===== src/rtl/txpause_gate.sv =====
// rtl/txpause_gate.sv - TX pause gate between user AXIS stream and XGMII encoder
//
// Holds off new frames at frame boundaries while the link partner requests
// pause. Frames already in flight always complete. Counts paused cycles and
// the number of times a frame was held.
//
// Ports:
//   clk, rst                    core clock, synchronous active-high reset
//   cfg_tx_pause_enable         1 = honour rx_pause_active
//   rx_pause_active             pause request from the RX pause decoder
//   tdata_i/tkeep_i/tvalid_i/tlast_i/tuser_i, tready_o   upstream AXIS
//   tdata_o/tkeep_o/tvalid_o/tlast_o/tuser_o, tready_i   downstream AXIS
//   stat_clear                  zeroes both statistics counters
//   pause_cycles_o              saturating count of cycles spent paused
//   paused_frames_o             saturating count of idle->paused entries
//   pause_state_o               1 while paused
module txpause_gate #(
    parameter int CNT_W = 32,
    parameter int FRM_W = 16
) (
    input  logic             clk,
    input  logic             rst,
    input  logic             cfg_tx_pause_enable,
    input  logic             rx_pause_active,
    input  logic [63:0]      tdata_i,
    input  logic [7:0]       tkeep_i,
    input  logic             tvalid_i,
    input  logic             tlast_i,
    input  logic             tuser_i,
    output logic             tready_o,
    output logic [63:0]      tdata_o,
    output logic [7:0]       tkeep_o,
    output logic             tvalid_o,
    output logic             tlast_o,
    output logic             tuser_o,
    input  logic             tready_i,
    input  logic             stat_clear,
    output logic [CNT_W-1:0] pause_cycles_o,
    output logic [FRM_W-1:0] paused_frames_o,
    output logic             pause_state_o
);

    typedef enum logic [1:0] {
        S_IDLE   = 2'd0,
        S_FRAME  = 2'd1,
        S_PAUSED = 2'd2
    } state_t;

    state_t state, state_nxt;

    logic gate;
    logic accept;
    logic pop;
    logic room;

    // Two-entry skid: beat = {tuser, tlast, tkeep, tdata}
    logic [73:0] mem [2];
    logic        wr_ptr;
    logic        rd_ptr;
    logic [1:0]  count;

    assign gate = cfg_tx_pause_enable & rx_pause_active;

    // Room comes from registered occupancy only, so tready_o never depends
    // combinationally on tready_i. Occupancy 1 with a pop each cycle still
    // sustains one beat per cycle.
    assign room   = (count != 2'd2);
    assign accept = tvalid_i & tready_o;
    assign pop    = tvalid_o & tready_i;

    always_comb begin
        state_nxt = state;
        tready_o  = 1'b0;
        case (state)
            S_IDLE: begin
                // At a frame boundary the gate wins over a waiting first beat.
                if (gate) begin
                    state_nxt = S_PAUSED;
                end else begin
                    tready_o = room;
                    if (tvalid_i && room && !tlast_i) begin
                        state_nxt = S_FRAME;
                    end
                end
            end
            S_FRAME: begin
                tready_o = room;
                if (tvalid_i && room && tlast_i) begin
                    state_nxt = S_IDLE;
                end
            end
            S_PAUSED: begin
                // Release goes through S_IDLE, so the first beat is taken
                // no earlier than the cycle after the gate drops.
                if (!gate) begin
                    state_nxt = S_IDLE;
                end
            end
            default: state_nxt = S_IDLE;
        endcase
        if (rst) begin
            tready_o = 1'b0;
        end
    end

    always_ff @(posedge clk) begin
        if (rst) begin
            state  <= S_IDLE;
            wr_ptr <= 1'b0;
            rd_ptr <= 1'b0;
            count  <= 2'd0;
        end else begin
            state <= state_nxt;
            if (accept) begin
                wr_ptr <= ~wr_ptr;
            end
            if (pop) begin
                rd_ptr <= ~rd_ptr;
            end
            case ({accept, pop})
                2'b10:   count <= count + 2'd1;
                2'b01:   count <= count - 2'd1;
                default: count <= count;
            endcase
        end
    end

    // Storage needs no reset: contents are only visible while tvalid_o=1.
    always_ff @(posedge clk) begin
        if (accept) begin
            mem[wr_ptr] <= {tuser_i, tlast_i, tkeep_i, tdata_i};
        end
    end

    assign tvalid_o = (count != 2'd0);
    assign {tuser_o, tlast_o, tkeep_o, tdata_o} = mem[rd_ptr];

    always_ff @(posedge clk) begin
        if (rst || stat_clear) begin
            pause_cycles_o  <= '0;
            paused_frames_o <= '0;
        end else begin
            if (state == S_PAUSED && pause_cycles_o != {CNT_W{1'b1}}) begin
                pause_cycles_o <= pause_cycles_o + CNT_W'(1);
            end
            if (state == S_IDLE && gate && paused_frames_o != {FRM_W{1'b1}}) begin
                paused_frames_o <= paused_frames_o + FRM_W'(1);
            end
        end
    end

    assign pause_state_o = (state == S_PAUSED);

endmodule

===== config.mk =====
export PLATFORM = sky130hd
export DESIGN_NAME = txpause_gate
export DESIGN_NICKNAME = d
export VERILOG_FILES = /design/src/rtl/txpause_gate.sv
export SDC_FILE = /design/constraint.sdc
export NUM_CORES = 1
export LEC_CHECK = 0
export CORE_UTILIZATION = 44
export DETAILED_ROUTE_END_ITERATION = 16
export GPL_TIMING_DRIVEN = 0
export PLACE_DENSITY = 0.76
export SKIP_LAST_GASP = 1
export SLEW_MARGIN = 15
export SYNTH_ARGS = -nofsm -noshare
export SYNTH_HDL_FRONTEND = slang
export SYNTH_SLANG_ARGS = --single-unit

===== constraint.sdc =====
create_clock -name clk -period 5.4 [get_ports clk]
set_input_delay 1.62 -clock clk [delete_from_list [all_inputs] [get_ports clk]]
set_output_delay 1.62 -clock clk [all_outputs]
set_load 0.005 [all_outputs]

==> results by group <==
Run status
  • Status: completed

STA
  • Slew margin rel.: 0.562
  • Final setup viols: 0
  • Hold slack: about 470 ps
  • Worst-margin pin slew: ~650 ps
  • Fmax: 0.210 GHz
  • Fin. Hold Viols: 0
  • Setup ws final: 643 ps
  • Max Slew Vio Count: 0
  • Fin crit share: 0.881
  • Clk_skew: between 10 and 15 ps
  • RSZ-0062 raised after global routing: false
  • Period minus WS final: between 4000 and 5000 ps

Route
  • Router iterations before antenna repair: 4
  • DRT Wirelength: around 18000 µm
  • Via count: 5423
  • Vias per cell: 5.34
  • Number of antenna-violating nets in the routed design: 0
  • DRC viols: 0
  • Iter 0 DRT Violations: 281
  • Average wire per cell in the routed design: between 15 and 20 µm

GRT
  • Initial antenna violation count: 0
  • Remaining Overflow, GRT: 0
  • Tot GR Track Use: 0.191
  • Largest net degree at the start of global routing: 30
  • Vias in the first global route: 5451
  • First-pass GRT wire length: 27900 µm

Final layout
  • Final instance area: 11100 µm²
  • Area grow syn2layout: 38.6%
  • Ant diodes: 0
  • Final core occ: 0.633
  • Number of fill cells in the layout: 1281
  • Layout cells sized above 1: 0.163
  • Layout Nets: 862

Place
  • Final GP Congestion: 0.846
  • IO buf count: between 200 and 250
  • HPWL after DPL: 12900 µm
  • Area after DPL: roughly 10000 µm²
  • Pre-CTS WS: approximately 650 ps

Floorplanning
  • Die Y: roughly 140 µm
  • Area of the die: 18700 µm²
  • DIE WIDTH: between 100 and 150 µm
  • Core footprint: around 18000 µm²
  • Initial core utilization: 0.457
  • I/O pin cnt: a little over 200
  • Num rows: 48

Worst setup path
  • Worst EP required: approximately 3800 ps
  • Worst Setup Start Kind: input pin
  • Setup crit end kind: primary output
  • Worst EP arrival: 3140 ps
  • Max FO, Critical Path: 10
  • Crit path from: rst
  • CP Class: input pin to primary output
  • Worst R2R Start: pause_cycles_o[0]

CTS
  • Htree depth: 1
  • Clk slew on worst S/H paths: around 60 ps
  • CTS Hold Bufs: 0
  • Root Buffer: clkbuf_16
  • Clock Latency Late Sink: 480 ps
  • Clock buffer depth: 3
  • CTS buffer count: 21
  • Clk sinks: between 200 and 250
  • Post-CTS Resized: 0
  • Post-CTS Setup Bufs: 0
  • CTS tree: built

Yosys
  • Flops & latches, synth: 203
  • Synth Area per Inst: 14.7 µm²
  • Mapped cell area: between 8000 and 9000 µm²
  • Top FF cell, synth: edfxtp_1
  • Net Count, Synth: 628
  • Async S/R FF share, synth: 0
  • Yosys warning total: 0
  • Synth Instances: 544
  • Sequential element share of the synthesized area: 0.693
  • Post-synth EDFFs: 148
  • Unique masters post-synth: roughly 50

Pwr
  • Max VDD drop: 0.238 mV
  • Pwr Total: approximately 3.7 mW
  • Pwr Density: 338 nW/µm²
  • P_leak: between 3 and 4 nW

Min path
  • Min-delay src: state[1]
  • HP Class: flip-flop to flip-flop

Job
  • Max cap viols: 0
==> area by class of cell <==
class / instances / area (µm²) / share of cell area
Sequential cell: 203 / 5550 / 0.500
Timing Repair Buffer: 211 / 2190 / 0.197
Buffer: 22 / 98.8 / 0.00891
Clock buffer: 27 / 561 / 0.0505
Clock inverter: 9 / 43.8 / 0.00395
Multi-Input combinational cell: 314 / 2360 / 0.213
Tap cell: 225 / 282 / 0.0254
Inverter: 5 / 18.8 / 0.00169
==> report_power, final <==
part	total, mW	switching (mW)	internal (mW)
sequential	1.76	0.0210	1.74
combinational	0.709	0.269	0.440
clock	1.27	0.544	0.730
total	3.75	0.834	2.91
==> metal layers <==
metal	wire length (µm)	part of all wire	up-vias	global-route usage
li1	-	-	2564	-
met1	7380	0.41	2615	0.234
met2	8860	0.49	215	0.333
met3	1610	0.088	29	0.0481
met4	343	0.019	0	0.0525
met5	0	0	-	0
==> kinds of logic after synthesis <==
group	synth area share
AOI/OAI and AO/OA	0.0538
xor gates and xnor gates	0.0252
and+or+nand+nor	0.104
buffers and inverters	0.0147
DFF	0.693
adders and majority gates	0.00469
muxes	0.105
==> worst paths after layout <==
kind              slack (ps)  cells past startpoint            endpoint
hold reg to reg          470                      1            state[0]
setup reg to reg        3210                      6  pause_cycles_o[30]
setup / recovery         640                      5            tready_o
hold / removal           470                      1            state[0]
==> worst max-delay path, stage by stage <==
cell and delay (ps):
clkdlybuf4s50_1 470, clkbuf_1 360, nor2_1 70, o211a_1 150, clkdlybuf4s50_1 460
==> state kept, by name, indices dropped and copies added (netlist names), named ones only <==
name,flops
state,2
wr_ptr,1
mem,148
count,2
pause_cycles_o,32
rd_ptr,1
paused_frames_o,16
==> Yosys cell counts (5+ instances only) <==
cell      count  area [µm²]
a21oi_1      26         130
and3_1        9        56.3
and4_1        8        70.1
clkbuf_1     15        56.3
dfxtp_1      55        1100
edfxtp_1    148        4440
inv_1         5        18.8
mux2_2       74         833
nand2_1      19        71.3
nand3_1      13        65.1
nand4_1      15        93.8
nor2_1       32         120
o211ai_1      5        37.5
o21ai_0      15        75.1
o21ai_1       7        35.0
or3_1        21         131
xnor2_1      11        96.3
xor2_1       12         105
==> layout by cell type, fill, tap and decap left out, types with 7 or more instances in the layout <==
master / count
dfxtp_1: 55
nand4_1: 15
or3_1: 21
nand3_1: 13
and4_1: 8
o21ai_1: 7
nand2_1: 19
xnor2_1: 11
clkdlybuf4s50_1: 205
a21oi_1: 26
clkbuf_16: 21
nor2_1: 30
xor2_1: 12
edfxtp_1: 148
o21ai_0: 15
mux2_2: 74
and3_1: 9
clkbuf_1: 18
==> stage by stage <==
stage          setup TNS, ps  std cells
5_1_grt                    0       1016
4_1_cts                    0       1016
3_5_place_dp               0        980
3_3_place_gp         -384200        974
2_1_floorplan         -56980        544
6_report                   0       1016
Power figures use the tool's default switching activity.
==> variant: new RTL, same settings <==
The parameter `FRM_W` goes from 16 to 12.
--- a/src/rtl/txpause_gate.sv
+++ b/src/rtl/txpause_gate.sv
@@ -16,7 +16,7 @@
 //   pause_state_o               1 while paused
 module txpause_gate #(
     parameter int CNT_W = 32,
-    parameter int FRM_W = 16
+    parameter int FRM_W = 12
 ) (
     input  logic             clk,
     input  logic             rst,
Ports: changed (resized paused_frames_o); port bits go from 206 to 202. No check against the original RTL was run, so the function may have changed too.
==> variant against the unedited design <==
Register-to-register slack worse by 870 ps. Cell area down 2.5%. Die area down 2.1%. Largest cell class unchanged. Sequential cell count down 4. Total power down 0.91%. Count of clock-buffer cells in the layout down 10. Wire length down 1.2%. Critical endpoint unchanged. Synthesized area down 2.1%. Setup slack worse by 240 ps.
==> variant: results (changes against the unedited design) <==
[clocking]
clk_pin_slew_ps = 70
htreeDepth = 4  ; +3
cts.repair.resized = 0  ; unchanged
post_cts_buffers = 0  ; unchanged
clockBufferDepth = 2  ; -1
worstSkewPairLatency_ps = 430  ; -50 ps
cts_root_buffer = clkbuf_16
cts_inserted_buffers = 17  ; -19%

[logic_synthesis]
synth_edf_count = 148  ; unchanged
yosysWarnings = 0  ; unchanged
synthFlopType = edfxtp_1
synth_commonest_cells = edfxtp_1, mux2_2, dfxtp_1
async_flop_share_pct = 0  ; unchanged
ys_seq_area_share_pct = 69.7  ; +0.49 points
yosysUniqueCellTypes = 46  ; -9.8%
ys_top_cells_by_area = edfxtp_1, dfxtp_1, mux2_2
syn_nets = 616  ; -1.9%

[global_routing]
antenna_found_initial = 0  ; unchanged
grt_pass1_vias = 5334  ; -2.1%
grt_pass1_wl_um = 27300  ; -2.1%
grt_max_degree = 29  ; -3.3%
grt.total_usage_pct = 19.7  ; +0.65 points

[outcome]
outcome = complete, no violations

[detailed_routing]
first_pass_iters = 5  ; +1
drtIter0Drc = 345  ; +23%
wl_per_cell_um = 18.1  ; +0.98%
vias_per_cell = 5.33  ; -0.16%

[final_layout]
n_antenna_cell = 0  ; unchanged
top_regs = mem x148, pause_cycles_o x32, paused_frames_o x12
drive_gt1_share_pct = 16.5  ; +0.21 points
fin_nets = 840  ; -2.6%
nFillCells = 1287  ; +0.47%

[min_path]
hold_path.class = flip-flop to flip-flop

[sta]
relSlewSlack_pct = 50.9  ; -5.3 points
slew_viol_final = 0  ; unchanged
skew_ps = 10.0  ; -2.75 ps

[worst_setup_path]
worst-path-max-fanout = 10  ; unchanged
arrival_ps = 3380  ; +240 ps

[place]
gp_congestion = 0.840  ; -0.76%
hpwl_um = 12600  ; -2.6%
numPortBuffers = 201  ; -2.0%
placed_area_um2 = 10200  ; -2.5%

[power]
leakage_nw = 3.49  ; -4.8%
p_int_mw = 2.81  ; -3.4%
ir_drop_mv = 0.224  ; -6.1%

==> variant: routing by layer <==
layer | routed length [um] | track usage, %
met1 | 7550 | 23.9
met2 | 8800 | 33.2
met3 | 1350 | 5.61
met4 | 272 | 7.74
met5 | 0 | 0
==> variant: area by class of cell <==
type / count / share of cell area, %
sequential: 199 / 50.5
multi-input combinational: 306 / 21.0
timing repair buffer: 205 / 19.3
clock buffer: 17 / 3.93
tap: 225 / 2.60
clock inverter: 15 / 1.60
buffer: 20 / 0.821
inverter: 7 / 0.243
==> variant: logic make-up after synthesis <==
group,share of synthesized area [%]
adders and majority gates,0.479
DFF,69.7
xor gates and xnor gates,1.90
buffers and inverters,1.47
muxes,11.0
and+or+nand+nor,10.2
AOI/OAI and AO/OA,5.19
==> variant: critical path, cell delays in order <==
cell,delay (ps)
clkdlybuf4s50_1,470
clkbuf_1,230
a2111oi_0,440
clkdlybuf4s50_1,620
==> variant: final timing paths <==
check / start / end / slack (ps) / depth (start not counted)
min: state[0]$_SDFFE_PP0P_ / state[1]$_SDFFE_PP0P_ / 510 / 1
max: rst / tready_o / 400 / 4
max reg2reg: count[0]$_SDFFE_PP0P_ / mem[0][20]$_DFFE_PP_ / 2340 / 7
min reg2reg: state[0]$_SDFFE_PP0P_ / state[1]$_SDFFE_PP0P_ / 510 / 1
==> variant: power by group through the flow <==
stage,Clock (mW),Sequential (mW),Combinational (mW)
6_report,1.27,1.73,0.707
5_1_grt,1.35,1.74,0.760
4_1_cts,1.30,1.73,0.720
3_5_place_dp,0,1.77,0.714
3_3_place_gp,0,1.77,0.691
2_1_floorplan,0,1.77,0.315
==> variant: per-stage QoR <==
step	TNS, ps	util (%)	worst slack [ps]	hold WS, ps	instances
detailed placement	0	58.9	434	500	962
global placement	-438000	58.4	-2970	476	958
global route	0	62.4	263	549	994
floorplan	-118710	-	-802	457	532
CTS	0	62.4	398	514	994
finish	0	62.4	399	513	994
